--- config.mk ---
export PLATFORM = sky130hd
export DESIGN_NAME = imem_boot_loader
export DESIGN_NICKNAME = d
export VERILOG_FILES = /design/src/rtl/imem_boot_loader.sv
export SDC_FILE = /design/constraint.sdc
export NUM_CORES = 1
export LEC_CHECK = 0
export ABC_CLOCK_PERIOD_IN_PS = 2630
export CAP_MARGIN = 5
export CORE_UTILIZATION = 50
export CTS_CLUSTER_DIAMETER = 200
export DETAILED_ROUTE_END_ITERATION = 8
export HOLD_SLACK_MARGIN = 0.05
export PLACE_DENSITY_LB_ADDON = 0.08
export RECOVER_POWER = 50
export SYNTH_ARGS = -nofsm -noshare
export SYNTH_HDL_FRONTEND = slang
export SYNTH_SLANG_ARGS = --single-unit
export TNS_END_PERCENT = 10
--- constraint.sdc ---
create_clock -name CLK -period 2.63 [get_ports CLK]
set_input_delay 0.526 -clock CLK [delete_from_list [all_inputs] [get_ports CLK]]
set_output_delay 0.526 -clock CLK [all_outputs]
set_load 0.02 [all_outputs]
--- src/rtl/imem_boot_loader.sv ---
// imem_boot_loader: receives a framed program image over a byte stream, writes it
// into instruction memory as little-endian 32-bit words and releases the core
// only after the XOR checksum of the payload matches.
// Latency: one write pulse the cycle after each 4th payload byte; core_rst/done
// update the cycle after the checksum byte is accepted.
// Backpressure: rx_ready is high in every loading state and low during RST, RUN
// and ERROR; one byte per cycle is sustained.
// Ports:
//   CLK, RST        clock, synchronous active-high reset
//   rx_data/valid   incoming byte and its qualifier; rx_ready accepts it
//   imem_we/addr/wdata  instruction memory write port (word addressed)
//   core_rst        holds the core in reset until a good image is loaded
//   done, err       load complete / load failed (sticky until RST)
// Optional feature: define BOOT_TIMEOUT_EN to abort a stalled load after
// TIMEOUT_CYCLES idle cycles in LEN1, PAYLOAD or CHECK.
module imem_boot_loader #(
  parameter int ADDR_W         = 10,
  parameter int TIMEOUT_CYCLES = 1000000
) (
  input  logic              CLK,
  input  logic              RST,
  input  logic [7:0]        rx_data,
  input  logic              rx_valid,
  output logic              rx_ready,
  output logic              imem_we,
  output logic [ADDR_W-1:0] imem_addr,
  output logic [31:0]       imem_wdata,
  output logic              core_rst,
  output logic              done,
  output logic              err
);

  typedef enum logic [2:0] {
    S_LEN0, S_LEN1, S_PAYLOAD, S_CHECK, S_RUN, S_ERROR
  } state_t;

  // Word capacity of the memory, held in 17 bits so a 16-bit length compares cleanly.
  localparam logic [16:0] CAP = 17'(2**ADDR_W);

  generate
    if (ADDR_W < 1 || ADDR_W > 16) begin : g_bad_addr_w
      $error("imem_boot_loader: ADDR_W must be 1..16");
    end
    if (TIMEOUT_CYCLES < 1) begin : g_bad_timeout
      $error("imem_boot_loader: TIMEOUT_CYCLES must be >= 1");
    end
  endgenerate

  state_t          state_q, state_d;
  logic [15:0]     len_q, len_d;
  logic [1:0]      byte_idx_q, byte_idx_d;
  logic [ADDR_W:0] word_idx_q, word_idx_d;   // one extra bit: reaches N == 2**ADDR_W
  logic [23:0]     buf_q, buf_d;              // lanes 0..2 of the word being built
  logic [7:0]      chk_q, chk_d;
  logic            we_d;
  logic [ADDR_W-1:0] addr_d;
  logic [31:0]     wdata_d;
  logic            core_rst_d, done_d, err_d;

  logic            rx_open;
  logic            accept;
  logic [16:0]     len_full;
  logic            to_hit;

  assign rx_open  = (state_q == S_LEN0) || (state_q == S_LEN1) ||
                    (state_q == S_PAYLOAD) || (state_q == S_CHECK);
  // Gating with RST keeps a byte presented during reset from being consumed.
  assign rx_ready = rx_open && !RST;
  assign accept   = rx_valid && rx_ready;
  assign len_full = {1'b0, rx_data, len_q[7:0]};

`ifdef BOOT_TIMEOUT_EN
  localparam int TO_W = (TIMEOUT_CYCLES > 1) ? $clog2(TIMEOUT_CYCLES) : 1;
  localparam logic [TO_W-1:0] TO_LAST = TO_W'(TIMEOUT_CYCLES - 1);

  logic [TO_W-1:0] to_q, to_d;

  // Every state entry except ERROR happens on an acceptance, so clearing on
  // acceptance (or outside the watched states) also covers state entry.
  always_comb begin
    to_d   = '0;
    to_hit = 1'b0;
    if (rx_open && state_q != S_LEN0 && !accept) begin
      if (to_q == TO_LAST) to_hit = 1'b1;
      else                 to_d   = to_q + 1'b1;
    end
  end

  always_ff @(posedge CLK) begin
    if (RST) to_q <= '0;
    else     to_q <= to_d;
  end
`else
  assign to_hit = 1'b0;
`endif

  always_comb begin
    state_d    = state_q;
    len_d      = len_q;
    byte_idx_d = byte_idx_q;
    word_idx_d = word_idx_q;
    buf_d      = buf_q;
    chk_d      = chk_q;
    we_d       = 1'b0;
    addr_d     = imem_addr;
    wdata_d    = imem_wdata;
    core_rst_d = core_rst;
    done_d     = done;
    err_d      = err;

    unique case (state_q)
      S_LEN0: begin
        if (accept) begin
          len_d[7:0] = rx_data;
          state_d    = S_LEN1;
        end
      end
      S_LEN1: begin
        if (accept) begin
          len_d[15:8] = rx_data;
          if (len_full > CAP) begin
            state_d = S_ERROR;
            err_d   = 1'b1;
          end else if (len_full == 17'd0) begin
            state_d = S_CHECK;
          end else begin
            state_d = S_PAYLOAD;
          end
        end
      end
      S_PAYLOAD: begin
        if (accept) begin
          chk_d      = chk_q ^ rx_data;
          byte_idx_d = byte_idx_q + 2'd1;
          unique case (byte_idx_q)
            2'd0: buf_d[7:0]   = rx_data;
            2'd1: buf_d[15:8]  = rx_data;
            2'd2: buf_d[23:16] = rx_data;
            2'd3: begin
              we_d       = 1'b1;
              addr_d     = word_idx_q[ADDR_W-1:0];
              wdata_d    = {rx_data, buf_q};
              word_idx_d = word_idx_q + 1'b1;
              if (17'(word_idx_q) + 17'd1 == {1'b0, len_q}) state_d = S_CHECK;
            end
          endcase
        end
      end
      S_CHECK: begin
        if (accept) begin
          if (rx_data == chk_q) begin
            state_d    = S_RUN;
            core_rst_d = 1'b0;
            done_d     = 1'b1;
          end else begin
            state_d = S_ERROR;
            err_d   = 1'b1;
          end
        end
      end
      S_RUN, S_ERROR: begin
      end
      default: begin
        state_d = S_ERROR;
        err_d   = 1'b1;
      end
    endcase

    if (to_hit) begin
      state_d = S_ERROR;
      err_d   = 1'b1;
    end
  end

  always_ff @(posedge CLK) begin
    if (RST) begin
      state_q    <= S_LEN0;
      len_q      <= '0;
      byte_idx_q <= '0;
      word_idx_q <= '0;
      buf_q      <= '0;
      chk_q      <= '0;
      imem_we    <= 1'b0;
      imem_addr  <= '0;
      imem_wdata <= '0;
      core_rst   <= 1'b1;
      done       <= 1'b0;
      err        <= 1'b0;
    end else begin
      state_q    <= state_d;
      len_q      <= len_d;
      byte_idx_q <= byte_idx_d;
      word_idx_q <= word_idx_d;
      buf_q      <= buf_d;
      chk_q      <= chk_d;
      imem_we    <= we_d;
      imem_addr  <= addr_d;
      imem_wdata <= wdata_d;
      core_rst   <= core_rst_d;
      done       <= done_d;
      err        <= err_d;
    end
  end

endmodule

Word level (Yosys, flattened, before mapping)

Index checks and enable logic that the tools add are counted.

Reduce and logical (&&, ||, !) cells: 22
Eq/ne operators: 18
Multiplexer cells: 16
Order comparisons: 1
Add/sub/neg operators: 3
Bitwise logic cells: 5

Operator list:

| operator                                                                          | number |
|---|---|
| 3-bit two-way mux                                                                 | 7 |
| 17-bit logical NOT                                                                | 1 |
| 12-bit by 16-bit equality test with 1-bit output                                  | 1 |
| 16-bit by 11-bit greater-than comparator with 1-bit output, second input constant | 1 |
| 3-bit case mux with 5 select lines                                                | 1 |
| 3-bit AND reduction                                                               | 5 |
| 11-bit by 1-bit adder with 12-bit output, second input constant                   | 1 |
| 11-bit by 1-bit adder with 11-bit output, second input constant                   | 1 |
| 2-bit inequality test, second input constant                                      | 5 |
| 8-bit equality test                                                               | 1 |
| 8-bit XOR                                                                         | 1 |
| 1-bit two-way mux                                                                 | 7 |
| 7-bit AND reduction                                                               | 1 |
| 3-bit by 2-bit equality test with 1-bit output, second input constant             | 2 |
| 3-bit equality test, second input constant                                        | 2 |
| 2-bit by 1-bit inequality test with 1-bit output, second input constant           | 3 |
| 2-bit AND reduction                                                               | 3 |
| 5-bit AND reduction                                                               | 1 |
| 2-bit equality test, second input constant                                        | 2 |
| 1-bit inverter                                                                    | 4 |
| 4-bit OR reduction                                                                | 1 |
| 3-bit by 1-bit equality test with 1-bit output, second input constant             | 1 |
| 3-bit logical NOT                                                                 | 1 |
| 1-bit logical OR                                                                  | 3 |
| other kinds (8)                                                                   | 9 |

Register bits after elaboration: 110
Word-level logic and storage cells: 80

Longest topological paths before layout

Gate-level depths: netlist of the first run.

Depth after elaboration: 8
Depth in mapped cells: 7
Gate-level depth less buffers: 7

Worst setup path after synthesis of the first run

Ideal clock, no wire load.

Path kind: flip-flop to flip-flop
Start: register word_idx_q[0]
End: register state_q[0]
Path buffers: 0
Setup slack: 0.638 ns
Cell stages (with the launch flop): 7
Arrival: 1.913 ns
Library setup time: 0.079 ns
Path through: dfxtp_1 -> ha_1 -> nand3_1 -> or4_4 -> a2111oi_4 -> a311oi_1 -> a211oi_2

Cells in the longest elaborated chain, start to end: 4

RTL lines:

| what                                                              | RTL line | RTL |
|---|---|---|
| start, declared                                                   | 52       | `logic [ADDR_W:0] word_idx_q, word_idx_d;` |
| start signal, assigned                                            | 193      | `word_idx_q <= word_idx_d;` |
| 11-bit by 1-bit adder with 12-bit output                          | 144      | `if (17'(word_idx_q) + 17'd1 == {1'b0, len_q}) state_d = S_CHECK;` |
| 12-bit by 16-bit equality test with 1-bit output                  | 144      |  |
| 2-bit by 1-bit inequality test with 1-bit output (no source line) | n/a      |  |
| 7-bit AND reduction (no source line)                              | n/a      |  |
| end signal, assigned                                              | 190      | `state_q <= state_d;` |
| end, declared                                                     | 49       | `state_t state_q, state_d;` |

Every way passes these cells.
A chain may end at the register's enable or synchronous reset.

Worst setup path in the final report of the first run

Start: register word_idx_q[1]
End: register state_q[0]

The elaborated chain is that of the path after synthesis.

==> results.yml, run 1 <==
floorplanning:
  io_pins: 58
  fp.coreArea_mm2: 0.00881
  initial_core_util: 0.522
  rows: 34
  die_h_um: 97.9
  die-area_mm2: 0.00958
  dieWidth_um: 97.9
power_and_ir_drop:
  peakVddDrop_uv: 348
  power_density_mw_per_mm2: 518
  p_leak_nw: 2.13
grt:
  overflow: 0
  grt_use_total: 0.231
  grt_pass1_vias: 3635
  antenna_found_initial: 0
  grt_pass1_wl_um: 17700
  grt_start_max_net_pins: 93
layout:
  nFillCells: 797
  n_antenna_cell: 0
  areaGrowthSynthToFinish_pct: 19.0
  multi_input_area_mm2: 0.00218
  finalNonFillerCells: 716
  nets: 619
  seqCellArea_mm2: 0.00220
  drive_gt1_frac: 0.0773
place:
  portBuffers: 57
  dp.cells: 700
  dp_hpwl_um: 7450
  routabilityCongestion: 0.914
drt:
  routed_wl_um: 10700
  avgRoutedWirePerCell_um: 14.9
  drc: 4
  viasPerCell: 5.42
  drt_iter0_markers: 193
  ant_nets: 0
  vias: 3879
  dr.pass1.iters: 9
worst_setup_path:
  worst-path-buf-inv: 0
  crit_fanout: 5
  critPathCaptureType: "flop"
  path_cells: "ha_1, nand3_1, or4_4, a2111oi_4, a311oi_1, a211oi_2"
  arrival_ns: 2.49
  worstPathRequired_ns: 2.91
  r2r_start: "word_idx_q[1]$_SDFFE_PP0P_"
  critical_path_class: "flop to flop"
  crit_cells: 6
  rrSetupSlack_ns: 0.42
  r2r-end: "state_q[0]$_SDFFE_PP0P_"
  crit_family: "simple AND/OR/NAND/NOR gates"
  max_stage_delay_ns: 0.58
  startpoint_type: "flop"
  crit_slowest_cell: "or4_4"
  ff2ff_path_depth: 6
sta:
  rsz0062_at_grt: "no"
  fin_worst_skew_ns: 0.00894
  finalMaxSlewViolations: 0
  timing.final.crit_share: 0.840
  worst_pin_slew_ns: 0.944
  timing_hold_violations_final: 0
  finalSetupViolCount: 0
  max_freq_ghz: 0.452
  fin_crit_ns: 2.21
  relSlewSlack: 0.371
  fin_setup_tns_ns: 0
clock_tree:
  cts_tree: "built"
  numClockSinks: 110
  cts_hold_buf: 0
  cts_root_buf: "clkbuf_8"
  postCtsSetupRepairBufs: 0
  clk_path_buf_depth: 2
  clk_latency_ns: 0.36
  numCtsBuffers: 9
  cts.clk_slew.worst_paths_ns: 0.10
  cts_resized: 0
  cts_max_level: 3
logic_synthesis:
  synth_area_mm2: 0.00460
  synth.distinct_cells: 46
  syn_avg_cell_area_um2: 8.25
  postSynthCellCount: 557
  syn_nets: 573
  synth_seq_cells: 110
  synth-seq-area-share: 0.479
  ys_warn_count: 0
min_path:
  min_path_cells: 1
  hold_class: "flop to flop"
  hold_start: "core_rst$_SDFFE_PP1P_"
  min_to: "core_rst$_SDFFE_PP1P_"
status:
  status: "complete, but fails checks"
  violations: "DRC"
flow_run:
  drv_cap: 0
[metrics by stage]
step                      setup slack (ns)  hold WS, ns  instance area (µm²)  utilization  power (mW)
after floorplan                      0.638        0.432                 4600            -        1.86
after global placement               0.181        0.439                 5290        0.601        1.92
after detailed placement             0.153        0.441                 5290        0.601        1.92
after CTS                            0.433        0.463                 5480        0.622        2.86
after global routing                 0.287        0.475                 5470        0.621        2.94
final                                0.420        0.455                 5470        0.621        2.83
[cell usage in the layout (no fill, tap or decap), types with 6 or more instances in the layout]
cell and instances:
a21oi_1 74, buf_4 20, clkbuf_8 10, clkdlybuf4s50_1 9
dfxtp_1 110, dlygate4sd3_1 47, inv_1 6, mux2i_1 17
nand2_1 130, nand3_1 35, nor2_1 52, xnor2_1 18
xor2_1 22
[worst max-delay path by stage]
stage / end / startpoint / slack [ns]
after floorplan: len_q[0]$_SDFFE_PP0P_ / RST / 0.64
after global placement: core_rst$_SDFFE_PP1P_ / rx_data[0] / 0.18
after detailed placement: buf_q[7]$_SDFFE_PP0P_ / rx_valid / 0.15
after CTS: state_q[0]$_SDFFE_PP0P_ / word_idx_q[1]$_SDFFE_PP0P_ / 0.43
after global routing: word_idx_q[10]$_SDFFE_PP0P_ / rx_valid / 0.29
final: state_q[0]$_SDFFE_PP0P_ / word_idx_q[1]$_SDFFE_PP0P_ / 0.42
[cell families after synthesis]
group	after synthesis	share of synthesized area
and+or+nand+nor	244	0.228
DFF	110	0.479
AOI/OAI and AO/OA	91	0.113
buffers and inverters	49	0.0471
xor gates and xnor gates	41	0.0822
muxes	17	0.0370
adders and majority gates	5	0.0136
[layer usage]
layer	vias to the layer above	track usage	wire length, µm
met5	-	0	0
met4	0	0.0606	132
met3	13	0.0480	481
met2	103	0.386	5120
met1	1839	0.305	4950
li1	1924	-	-
[flip-flops by register name, indices dropped and copies added, names as in the netlist]
name,flops
state_q,3
chk_q,8
imem_addr,10
imem_we,1
done,1
word_idx_q,11
core_rst,1
imem_wdata,32
byte_idx_q,2
len_q,16
buf_q,24
err,1
[Yosys cell counts, drive strengths merged]
| master | instances | share of area |
|---|---|---|
| inv | 6 | 0.0049 |
| a21oi | 74 | 0.081 |
| a311oi | 2 | 0.0038 |
| nand2 | 130 | 0.11 |
| o31ai | 1 | 0.0016 |
| o211ai | 1 | 0.0016 |
| nand3 | 35 | 0.038 |
| and2b | 1 | 0.0022 |
| nor3 | 4 | 0.0044 |
| o32a | 1 | 0.0022 |
| or4 | 3 | 0.0057 |
| a31o | 1 | 0.0019 |
| buf | 11 | 0.016 |
| nor3b | 2 | 0.0044 |
| o221a | 1 | 0.0024 |
| nor4 | 3 | 0.0041 |
| xor2 | 22 | 0.042 |
| nand4 | 3 | 0.0041 |
| a31oi | 2 | 0.0027 |
| o21ai | 4 | 0.0044 |
| a2111oi | 1 | 0.0060 |
| or2 | 2 | 0.0027 |
| and2 | 1 | 0.0014 |
| mux2i | 17 | 0.037 |
| clkbuf | 32 | 0.026 |
| a21o | 1 | 0.0016 |
| or3 | 1 | 0.0014 |
| dfxtp | 110 | 0.48 |
| a211oi | 2 | 0.0044 |
| ha | 5 | 0.014 |
| and3 | 5 | 0.0082 |
| nor2 | 52 | 0.042 |
| xnor2 | 19 | 0.040 |
| nand2b | 2 | 0.0027 |
[final cells by class]
cell class / instances / area share
sequential: 110 / 0.402
multi-input combinational: 398 / 0.398
timing repair buffer: 78 / 0.137
inverter: 6 / 0.00412
clock buffer: 10 / 0.0252
clock inverter: 6 / 0.00823
tap: 108 / 0.0247
[power by group]
part | switching [mW] | internal (mW) | total [mW]
clock | 0.569 | 0.376 | 0.945
sequential | 0.0186 | 1.68 | 1.70
combinational | 0.112 | 0.0746 | 0.187
total | 0.700 | 2.13 | 2.83
(Power assumes the default switching activity.)
==> run 2: changes to the inputs <==
--- a/config.mk
+++ b/config.mk
@@ -5,7 +5,7 @@
 export SDC_FILE = /design/constraint.sdc
 export NUM_CORES = 1
 export LEC_CHECK = 0
-export ABC_CLOCK_PERIOD_IN_PS = 2630
+export ABC_CLOCK_PERIOD_IN_PS = 1900
 export CAP_MARGIN = 5
 export CORE_UTILIZATION = 50
 export CTS_CLUSTER_DIAMETER = 200
==> constraint.sdc (replaced) <==
create_clock -name CLK -period 1.9 [get_ports CLK]
set_input_delay 0.38 -clock CLK [delete_from_list [all_inputs] [get_ports CLK]]
set_output_delay 0.38 -clock CLK [all_outputs]
set_load 0.02 [all_outputs]
==> run 2 against run 1 <==
Compared with the run above:
- critical endpoint unchanged
- fmax is 12% higher
- the flow finishes with violations (DRC, setup timing)
- clock skew is 0.0019 ns higher
- global-route usage is 1.5 points higher
- total power is 51% higher
- highest routed layer unchanged
- hold slack worse by 0.051 ns
- final cell count is 3.8% higher
- count of clock-buffer cells in the layout is 1 lower
- sequential share of layout area is 1.9 points lower
- non-clock buffer count is 27 higher
==> results.yml, run 2 (synthesized netlist as in run 1, its figures left out) <==
layout:
  finalNonFillerCells: 743
  n_antenna_cell: 0
  reg.largest.list: "imem_wdata: 32 flops, buf_q: 24 flops, len_q: 16 flops"
  largest_register: "imem_wdata"
  nets: 646
  drive_gt1_frac: 0.135
  areaGrowthSynthToFinish_pct: 25.5
  final_common_cell: "nand2_1"
  largest_reg_flops: 32
  layout_common_cells: "129 x nand2_1, 102 x dfxtp_1, 74 x a21oi_1"
clock_tree:
  numCtsBuffers: 9
  cts_tree: "built"
  cts_max_level: 3
  clk_path_buf_depth: 2
  cts_root_buf: "clkbuf_8"
  numClockSinks: 110
  cts.clk_slew.worst_paths_ns: 0.11
  postCtsSetupRepairBufs: 0
  clk_latency_ns: 0.38
drt:
  dr.pass1.iters: 6
  avgRoutedWirePerCell_um: 15.2
  vias: 3953
  routed_wl_um: 11300
  drc: 7
  ant_nets: 0
  drt_iter0_markers: 197
  viasPerCell: 5.32
worst_setup_path:
  max_stage_delay_ns: 0.55
  critPathCaptureType: "flop"
  worstPathRequired_ns: 2.20
  path_cells: "and3_4, nand2_2, or4_4, a2111oi_4, a311oi_2, a211oi_2"
  startpoint_type: "flop"
  arrival_ns: 2.28
  critical_path_class: "flop to flop"
  crit_fanout: 2
  crit_slowest_cell: "or4_4"
sta:
  rsz0062_at_grt: "yes"
  worst_pin_slew_ns: 0.942
  max_freq_ghz: 0.506
  fin_crit_ns: 1.98
  finalSetupViolCount: 1
  setup_ws_ns: -0.0768
  timing_hold_violations_final: 0
  relSlewSlack: 0.372
  timing.final.crit_share: 1.04
  fin_worst_skew_ns: 0.0108
  finalMaxSlewViolations: 0
place:
  portBuffers: 57
  dp.cells: 727
  dp_hpwl_um: 7860
  pre_cts_ws_ns: -0.380
  routabilityCongestion: 0.840
floorplanning:
  die-area_mm2: 0.00958
  die_h_um: 97.9
  dieWidth_um: 97.9
  initial_core_util: 0.522
  rows: 34
  fp.coreArea_mm2: 0.00881
  io_pins: 58
grt:
  grt_use_total: 0.247
  antenna_found_initial: 0
  grt_pass1_vias: 3852
  grt_pass1_wl_um: 18800
  overflow: 0
  grt_start_max_net_pins: 95
power_and_ir_drop:
  peakVddDrop_uv: 469
  power_density_mw_per_mm2: 742
  p_leak_nw: 2.19
status:
  violations: "DRC, setup timing"
  status: "complete, but fails checks"
min_path:
  hold_class: "input port to flop"
flow_run:
  drv_cap: 0
-- run 2: cell type report --
cell class / instances / area, µm²
flip-flops and latches: 110 / 2210
clock inverters: 7 / 114
repair buffers: 105 / 937
fillers: 759 / 3040
inverters: 6 / 22.5
well taps: 108 / 135
multi-input cells: 398 / 2220
clock buffers: 9 / 124
-- run 2: repair_timing --
action / in CTS / in global routing
setup endpoints to repair: 2 / 9
resized for setup: 9 / 5
pin swaps: 6 / 1
hold buffers: 0 / 0
-- run 2: critical path, delay by kind of cell (launching register included) --
kind,cells,cell delay (ns)
DFF,1,0.35
AOI/OAI and AO/OA,3,0.75
and+or+nand+nor,3,0.80
-- run 2: per-stage QoR --
stage	utilization	instance area [µm²]	TNS [ns]	hold WS [ns]	total power, mW
floorplan	-	4620	-0.00762	0.432	2.57
global placement	0.628	5530	-16.05	0.439	2.68
detailed placement	0.628	5530	-18.20	0.443	2.69
CTS	0.657	5780	-0.0850	0.389	4.30
global route	0.655	5770	-1.34	0.425	4.42
finish	0.655	5770	-0.0768	0.404	4.28
-- run 2: final timing paths --
check | from | end | slack, ns | depth (start not counted)
min reg2reg | buf_q[19]$_SDFFE_PP0P_ | imem_wdata[19]$_SDFFE_PP0P_ | 0.46 | 2
max reg2reg | word_idx_q[4]$_SDFFE_PP0P_ | state_q[0]$_SDFFE_PP0P_ | -0.08 | 6
max | word_idx_q[4]$_SDFFE_PP0P_ | state_q[0]$_SDFFE_PP0P_ | -0.08 | 6
min | RST | done$_SDFFE_PP0P_ | 0.40 | 3
-- run 2: metal layers --
layer | share of wire | global-route usage | up-vias
li1 | - | - | 1980
met1 | 0.45 | 0.320 | 1856
met2 | 0.48 | 0.412 | 108
met3 | 0.064 | 0.0537 | 9
met4 | 0.0076 | 0.0758 | 0
met5 | 0 | 0 | -
-- run 2: power breakdown --
| part | switching (mW) | internal, mW | total (mW) | leakage (nW) |
|---|---|---|---|---|
| Sequential | 0.0266 | 2.33 | 2.36 | 0.891 |
| Combinational | 0.164 | 0.119 | 0.283 | 1.18 |
| Clock | 0.864 | 0.777 | 1.64 | 0.120 |
| Total | 1.05 | 3.22 | 4.28 | 2.19 |
